$ cat src/rtl/portal_word_gather_pkg.sv
// Shared types and constants for the P2M word gatherer: message layout,
// header field positions and the gatherer state encoding.
package portal_word_gather_pkg;

  localparam int NOC_DATA_W    = 128;
  localparam int NOC_LEN_W     = 16;
  localparam int MSG_MAX_WORDS = 4;
  localparam int MAX_PAYLOAD   = MSG_MAX_WORDS - 1;
  localparam int SLOT_W        = 2;

  // Header word: [31:16] method id, [15:0] payload word count.
  localparam int HDR_ID_MSB  = 31;
  localparam int HDR_ID_LSB  = 16;
  localparam int HDR_CNT_MSB = 15;

  // Packed so that data occupies [143:16] and length [15:0] of the flat vector.
  typedef struct packed {
    logic [NOC_DATA_W-1:0] data;
    logic [NOC_LEN_W-1:0]  length;
  } NOCDataH;

  typedef enum logic [1:0] {
    IDLE    = 2'd0,
    COLLECT = 2'd1,
    DISCARD = 2'd2,
    HOLD    = 2'd3
  } gather_state_e;

endpackage

$ cat src/rtl/portal_word_gather_counter.sv
// Free-running statistics counter: increments on inc, wraps at 2^CNT_W.
module portal_word_gather_counter
  import portal_word_gather_pkg::*;
#(
  parameter int CNT_W = 16
) (
  input  logic             CLK,
  input  logic             RST,
  input  logic             inc,
  output logic [CNT_W-1:0] count
);

  // Count events; plain modular add, no saturation.
  always_ff @(posedge CLK or posedge RST) begin
    if (RST) begin
      count <= '0;
    end else if (inc) begin
      count <= count + {{(CNT_W-1){1'b0}}, 1'b1};
    end
  end

endmodule

$ cat src/rtl/portal_word_gather.sv
// Gathers a header word plus up to three payload words from the host word
// stream into one NOCDataH message for the P2M demux; malformed messages
// (payload count above three) are consumed silently and counted.
//
// state   | meaning
// --------+----------------------------------------------------------
// IDLE    | waiting for a header word
// COLLECT | storing payload words, rem words still to come
// DISCARD | swallowing the payload of a malformed message
// HOLD    | complete message buffered, offering it downstream
module portal_word_gather
  import portal_word_gather_pkg::*;
#(
  parameter int WORD_W    = 32,
  parameter int MAX_WORDS = 4,
  parameter int CNT_W     = 16
) (
  input  logic                  CLK,
  input  logic                  RST,
  input  logic                  in_enq__ENA,
  input  logic [WORD_W-1:0]     in_enq_v,
  output logic                  in_enq__RDY,
  output logic                  out_enq__ENA,
  output logic [NOC_DATA_W+NOC_LEN_W-1:0] out_enq_v,
  input  logic                  out_enq__RDY,
  output logic [CNT_W-1:0]      msg_count,
  output logic [CNT_W-1:0]      err_count
);

  gather_state_e state_q, state_d;
  logic [HDR_CNT_MSB:0] rem_q, rem_d;
  logic [SLOT_W-1:0]    n_q, n_d;
  NOCDataH              msg_q;

  logic [HDR_CNT_MSB:0] hdr_cnt;
  logic [SLOT_W-1:0]    slot;
  logic                 load_hdr;
  logic                 load_word;
  logic                 msg_inc;
  logic                 err_inc;

  assign hdr_cnt = in_enq_v[HDR_CNT_MSB:0];
  // Payload slot for the word being accepted: words already received.
  assign slot    = n_q - rem_q[SLOT_W-1:0];

  // State, remaining-word counter and stored payload count.
  always_ff @(posedge CLK or posedge RST) begin
    if (RST) begin
      state_q <= IDLE;
      rem_q   <= '0;
      n_q     <= '0;
    end else begin
      state_q <= state_d;
      rem_q   <= rem_d;
      n_q     <= n_d;
    end
  end

  // Next-state logic and handshake outputs.
  always_comb begin
    state_d      = state_q;
    rem_d        = rem_q;
    n_d          = n_q;
    load_hdr     = 1'b0;
    load_word    = 1'b0;
    msg_inc      = 1'b0;
    err_inc      = 1'b0;
    in_enq__RDY  = 1'b1;
    out_enq__ENA = 1'b0;
    case (state_q)
      IDLE: begin
        if (in_enq__ENA) begin
          if (hdr_cnt == '0) begin
            load_hdr = 1'b1;
            state_d  = HOLD;
          end else if (hdr_cnt <= 16'(MAX_WORDS - 1)) begin
            load_hdr = 1'b1;
            rem_d    = hdr_cnt;
            n_d      = hdr_cnt[SLOT_W-1:0];
            state_d  = COLLECT;
          end else begin
            rem_d    = hdr_cnt;
            err_inc  = 1'b1;
            state_d  = DISCARD;
          end
        end
      end
      COLLECT: begin
        if (in_enq__ENA) begin
          load_word = 1'b1;
          rem_d     = rem_q - 16'd1;
          if (rem_q == 16'd1) begin
            state_d = HOLD;
          end
        end
      end
      DISCARD: begin
        if (in_enq__ENA) begin
          rem_d = rem_q - 16'd1;
          if (rem_q == 16'd1) begin
            state_d = IDLE;
          end
        end
      end
      HOLD: begin
        // Source is stalled here, so any stray in_enq__ENA is ignored.
        in_enq__RDY  = 1'b0;
        out_enq__ENA = out_enq__RDY;
        if (out_enq__RDY) begin
          msg_inc = 1'b1;
          state_d = IDLE;
        end
      end
      default: begin
        state_d = IDLE;
        rem_d   = '0;
      end
    endcase
  end

  // Message register: header clears the payload slots, payload words fill them in order.
  always_ff @(posedge CLK or posedge RST) begin
    if (RST) begin
      msg_q <= '0;
    end else if (load_hdr) begin
      msg_q.data   <= {in_enq_v[HDR_ID_MSB:HDR_ID_LSB], in_enq_v[HDR_CNT_MSB:0],
                       {(MAX_PAYLOAD*WORD_W){1'b0}}};
      msg_q.length <= hdr_cnt + 16'd1;
    end else if (load_word) begin
      case (slot)
        2'd0:    msg_q.data[2*WORD_W +: WORD_W] <= in_enq_v;
        2'd1:    msg_q.data[1*WORD_W +: WORD_W] <= in_enq_v;
        default: msg_q.data[0 +: WORD_W]        <= in_enq_v;
      endcase
    end
  end

  assign out_enq_v = msg_q;

  portal_word_gather_counter #(.CNT_W(CNT_W)) u_msg_cnt (
    .CLK   (CLK),
    .RST   (RST),
    .inc   (msg_inc),
    .count (msg_count)
  );

  portal_word_gather_counter #(.CNT_W(CNT_W)) u_err_cnt (
    .CLK   (CLK),
    .RST   (RST),
    .inc   (err_inc),
    .count (err_count)
  );

endmodule
$ cat config.mk
export PLATFORM = sky130hd
export DESIGN_NAME = portal_word_gather
export DESIGN_NICKNAME = d
export VERILOG_FILES = /design/src/rtl/portal_word_gather_pkg.sv /design/src/rtl/portal_word_gather_counter.sv /design/src/rtl/portal_word_gather.sv
export SDC_FILE = /design/constraint.sdc
export NUM_CORES = 1
export LEC_CHECK = 0
export CAP_MARGIN = 5
export CELL_PAD_IN_SITES_DETAIL_PLACEMENT = 0
export CELL_PAD_IN_SITES_GLOBAL_PLACEMENT = 1
export CORE_ASPECT_RATIO = 0.5
export CORE_MARGIN = 2
export CORE_UTILIZATION = 35
export CTS_CLUSTER_DIAMETER = 60
export DETAILED_ROUTE_END_ITERATION = 7
export PLACE_DENSITY_LB_ADDON = 0.1
export SLEW_MARGIN = 20
export SYNTH_ARGS = -nofsm -noshare
export SYNTH_HDL_FRONTEND = slang
export SYNTH_SLANG_ARGS = --single-unit
$ cat constraint.sdc
create_clock -name CLK -period 6.2 [get_ports CLK]
set_clock_uncertainty 0.15 [all_clocks]
set_input_delay 0.62 -clock CLK [delete_from_list [all_inputs] [get_ports CLK]]
set_output_delay 0.62 -clock CLK [all_outputs]
set_load 0.005 [all_outputs]
Word-level counts from Yosys, hierarchy flattened
Cells that the tools add are included.
W data, S select, Z words.
- bits in writable memories: 0
- memories kept: 0
- ROM bits: 0
- flip-flop bits (word level): 196
- bits in latches: 0
- mux-type cells: 32
- add/sub/neg operators: 5
- divide/modulo/power cells: 0
- reductions and logical operators: 15
- equal/unequal tests: 14
- bitwise operators: 1
- $mul: 0
- shift operators: 0
- magnitude comparators: 1
- operators by type and width (cell ; count):
    $mux W96 ; 2
    $mux W32 ; 3
    $add A16 B1 Y16 const B ; 3
    $mux W16 ; 3
    $pmux W16 S2 ; 1
    $eq A16 B1 Y1 const B ; 1
    $le A16 B2 Y1 const B ; 1
    $logic_not A16 Y1 ; 1
    $mux W2 ; 8
    $sub A16 B1 Y16 const B ; 1
    $mux W1 ; 14
    $ne A2 B2 Y1 const B ; 7
    $pmux W2 S4 ; 1
    $reduce_and A4 Y1 ; 2
    $reduce_bool A2 Y1 ; 4
    $reduce_and A2 Y1 ; 3
    $reduce_and A6 Y1 ; 1
    $eq A2 B1 Y1 const B ; 2
    $eq A2 B2 Y1 const B ; 2
    $logic_not A2 Y1 ; 2
    $ne A2 B1 Y1 const B ; 2
    $reduce_or A2 Y1 ; 2
    $sub A2 B2 Y2 ; 1
    $not A1 Y1 ; 1

Longest topological paths before layout
- depth after elaboration: 7
- gate-level depth with buffers: 9

Modules after synthesis
From an unflattened synthesis, not the netlist that was laid out.
- cell total of the unflattened synthesis: 625
- area, all modules: 8404.3 µm²
- modules (own cells, without submodules) (module ; area an instance (µm²) ; sequential area each (µm²) ; times used ; cells each):
    portal_word_gather ; 6982.9 ; 4103.9 ; 1 ; 511
    portal_word_gather_counter ; 710.7 ; 400.4 ; 2 ; 57

Least setup slack after synthesis
No wires, ideal clock.
- path kind: input to register
- from: input in_enq_v[14]
- to: register msg_q (netlist bit out_enq_v[16])
- path buffers: 2
- cell stages on the path: 7
- data required time: 5925 ps
- arrival: 2138 ps
- path slack: 3787 ps
- path through: nor4_1 -> and4_1 -> buf_2 -> nand3_2 -> o31ai_2 -> buf_6 -> mux2_2
- word-level cells in the longest chain between the ends: 7
- elaborated cells on any way between the ends: 10
- those cells by class: 1 x order compare; 1 x eq/ne; 5 x mux; 3 x reduce/logical
- RTL lines (element ; RTL line ; source):
    from (decl) ; portal_word_gather.sv:21 ; input logic [WORD_W-1:0] in_enq_v,
    $le A16 B2 Y1 ; portal_word_gather.sv:76 ; end else if (hdr_cnt <= 16'(MAX_WORDS - 1)) begin
    $mux W1 ; portal_word_gather.sv:76 ;
    $mux W1 * ; portal_word_gather.sv:73 ; if (hdr_cnt == '0) begin
    $mux W1 * ; portal_word_gather.sv:72 ; if (in_enq__ENA) begin
    $mux W1 * ; portal_word_gather.sv:70 ; case (state_q)
    $ne A2 B1 Y1 (no line) / $reduce_bool A2 Y1 (equally long branches) ; - ;
    $reduce_and A2 Y1 (no line) ; - ;
    to (decl) ; portal_word_gather.sv:33 ; NOCDataH msg_q;
Every way passes the cells marked *; elsewhere a longest branch is shown, timed or not.
A chain may end at the register's enable or synchronous reset.

Final worst setup path
- from: input in_enq_v[14]
- to: register msg_q (netlist bit out_enq_v[108])
- word-level cells in the longest chain between the ends: 7
- elaborated cells on any way between the ends: 10
- those cells by class: 1 x order compare; 5 x mux; 4 x reduce/logical
- RTL lines (element ; RTL line):
    $le A16 B2 Y1 ; portal_word_gather.sv:76
    $mux W1 ; portal_word_gather.sv:76
    $mux W1 * ; portal_word_gather.sv:73
    $mux W1 * ; portal_word_gather.sv:72
    $mux W1 * ; portal_word_gather.sv:70
    $reduce_bool A2 Y1 (no line) ; -
    $reduce_and A2 Y1 (no line) ; -
Marks and branches as above.

==> results.py <==
metrics = {
    "worst_setup_path": {
        "endpoint": "out_enq_v[108]",
        "setup.worst_path.start_class": "input pin",
        "cp_common_cell": "buf_4",
        "r2r-start": "rem_q[0]",
        "rr_worst_depth": 7,
        "reg2reg_to": "out_enq_v[50]",
        "path_delay_family": "buffers and inverters",
        "cp.arrival_ps": 3690,
        "worstPathBufferInverterCount": 3,
        "critPathSlowestCell": "nor4_1",
        "slowest_delay_ps": 570,
        "cp.depth": 8,
        "end_kind": "register",
        "rrSetupSlack_ps": 3240,
        "worstPathCellList": "clkdlybuf4s50_1 > nor4_1 > and4_1 > nand3_2 > buf_4 > o21ai_4 > buf_4 > mux2_2",
        "path_class": "input pin to register",
        "critPathLaunch": "in_enq_v[14]",
        "worst_ep_required_time_ps": 6380,
        "path_max_fanout": 72,
    },
    "global_routing": {
        "grt_max_degree": 108,
        "antenna_found_initial": 1,
        "grt_pass1_vias": 5949,
        "grtUsageTotal_pct": 18.17,
        "grt_pass1_wl_mm": 34.09,
        "grt_overflow_total": 0,
    },
    "clock_network": {
        "cts-root-buf": "clkbuf_16",
        "numCtsBuffers": 17,
        "cts_tree": "done",
        "cts_resized": 0,
        "post_cts_buffers": 0,
        "ctsHoldBuffers": 0,
        "cts_sinks": 196,
        "path_clk_slew_ps": 70,
        "clk-insertion-delay-late_ps": 440,
        "cts_max_level": 4,
        "cts_buffer_depth": 2,
    },
    "pwr": {
        "leakage_nw": 4.824,
        "ir_worst_vdd_v": 0.0001968,
        "power_mw": 4.530,
        "p_per_area_nw_per_um2": 404.7,
    },
    "synthesis": {
        "yosysWarnings": 0,
        "yosys-top-cells-area": "dfrtp_1 (60%), mux2_2 (8.5%), mux2_1 (5.2%)",
        "synth_cells": 653,
        "postSynth.asyncResetShare_pct": 100.0,
        "synth_top_area_share_pct": 59.78,
        "synth-seq-cells": 196,
        "synthesis.area_um2": 8204,
        "synth.avg_cell_area_um2": 12.56,
        "synth_area_leader_cell": "dfrtp_1",
        "syn_nets": 700,
        "synth_flop_cell": "dfrtp_1",
        "synthDistinctLibCells": 52,
        "yosysSeqAreaShare_pct": 59.78,
        "synth_edf_count": 0,
    },
    "drt": {
        "ant_nets": 0,
        "drt_iter0_drc": 347,
        "dr.pass1.iters": 4,
        "wirelength_mm": 21.00,
        "wire_per_inst_um": 17.77,
        "via_count": 5644,
        "vias_per_cell": 4.775,
        "drc_errors": 0,
    },
    "job": {
        "drv_cap": 0,
    },
    "finish": {
        "multi_input_area_um2": 3057,
        "regArea_um2": 4905,
        "layout-drive-gt1-share_pct": 12.81,
        "syn_to_final_growth_pct": 36.42,
        "fin_nets": 909,
        "fill_cells": 2103,
    },
    "floorplanning": {
        "die_area_um2": 24760,
        "die_h_um": 112.3,
        "core_region_area_um2": 22930,
        "die_x_um": 220.5,
        "initial_core_util_pct": 35.77,
        "io_pins": 214,
        "rows": 39,
    },
    "timing": {
        "post-route-min-period_ps": 3508,
        "final_max_slew_viol_count": 0,
        "finalHoldViolCount": 0,
        "max_freq_mhz": 285.0,
        "fin_crit_sh_pct": 56.58,
        "hold_slack_ps": 321.7,
        "finalSetupTns_ps": 0,
        "setup_ws_ps": 2692,
        "worst_pin_slew_ps": 1061,
        "rsz0062_at_grt": "no",
        "relSlewSlack_pct": 29.05,
        "setup_viol": 0,
    },
    "hold_path": {
        "hp-class": "register to register",
    },
    "place": {
        "pre_cts_ws_ps": 2236,
        "place_congestion": 0.7842,
        "dp_hpwl_mm": 14.58,
        "numPortBuffers": 213,
    },
    "outcome": {
        "status": "finished, final reports clean",
    },
}
[cells in the final DEF (no fill, tap or decap), drive strengths merged, types with 2 or more instances in the layout]
cell type	count
clkdlybuf4s50	213
or3	2
mux2i	5
bufinv	3
and2	44
a2bb2oi	3
or4	5
nor2	20
clkinv	4
nand3	13
o22ai	5
nand4	12
o31ai	3
nand2	81
inv	19
nor4	7
ha	11
clkbuf	20
xor2	9
o21ai	15
dfrtp	196
a31oi	4
and3	4
nor2b	4
mux2	100
a21oi	19
xnor2	24
o32ai	3
and4	2
buf	7
o22a	3
nor3	4
[worst register-to-register path, delay by kind of cell (launching register included)]
| kind | cells | cell delay [ps] |
|---|---|---|
| buffers and inverters | 1 | 400 |
| adders and majority gates | 1 | 240 |
| xor gates and xnor gates | 2 | 450 |
| muxes | 1 | 390 |
| AOI/OAI and AO/OA | 1 | 490 |
| DFF | 1 | 460 |
| and+or+nand+nor | 1 | 270 |
[how the worst min path moves through the flow]
stage | start | to | depth (start not counted)
finish | u_err_cnt.count[15] | u_err_cnt.count[15] | 1
global route | out_enq_v[141] | out_enq_v[141] | 2
CTS | u_err_cnt.count[15] | u_err_cnt.count[15] | 1
detailed placement | out_enq_v[131] | out_enq_v[131] | 2
global placement | out_enq_v[136] | out_enq_v[136] | 2
floorplan | u_err_cnt.count[15] | u_err_cnt.count[15] | 1
[cell families (layout without fill, tap and decap cells)]
logic type | Yosys count | count (layout) | synth area share [%]
flops | 196 | 196 | 59.78
xor+xnor | 33 | 33 | 3.523
compound gates | 60 | 60 | 4.758
simple gates | 203 | 203 | 12.64
other cells | 0 | 1 | 0
mux | 105 | 105 | 14.34
fa+ha+maj | 11 | 11 | 1.678
buf+inv | 45 | 266 | 3.279
[report_power, final]
part / switching [mW] / leakage, nW / internal (mW)
Sequential: 0.277 / 2.49 / 1.67
Combinational: 0.532 / 2.04 / 0.906
Clock: 0.498 / 0.295 / 0.648
[state kept, by name (all words and copies together) (netlist names)]
name / flops
n_q: 2
out_enq_v: 144
rem_q: 16
state_q: 2
u_err_cnt.count: 16
u_msg_cnt.count: 16
[cell type report]
class | count | share of cell area (%)
clock buffer | 20 | 3.991
clock inverter | 11 | 1.330
antenna | 1 | 0.02236
inverter | 15 | 0.5702
sequential | 196 | 43.82
multi-input combinational | 412 | 27.31
tap | 307 | 3.432
timing repair buffer | 220 | 19.52
[layer usage]
| metal | track usage [%] | share of wire [%] | up-vias |
|---|---|---|---|
| li1 | - | - | 2663 |
| met5 | 0 | 0 | - |
| met3 | 5.528 | 5.7 | 23 |
| met4 | 6.089 | 1.6 | 0 |
| met2 | 27.13 | 45 | 105 |
| met1 | 25.22 | 47 | 2853 |
[through the flow]
step | instance area (um^2) | cells | util (%)
after floorplan | 8204 | 653 | -
after global placement | 10590 | 1150 | 46.19
after detailed placement | 10590 | 1150 | 46.19
after CTS | 11190 | 1181 | 48.79
after global routing | 11190 | 1181 | 48.79
final | 11190 | 1182 | 48.80
[synth_stat cells (all sizes together) (11+ instances only)]
library cell  count
dfrtp           196
mux2            100
nand2            81
and2             44
xnor2            24
nor2             20
a21oi            19
clkbuf           17
inv              15
o21ai            15
buf              13
nand3            13
nand4            12
ha               11
No activity file was read; power rests on OpenSTA's default activity.
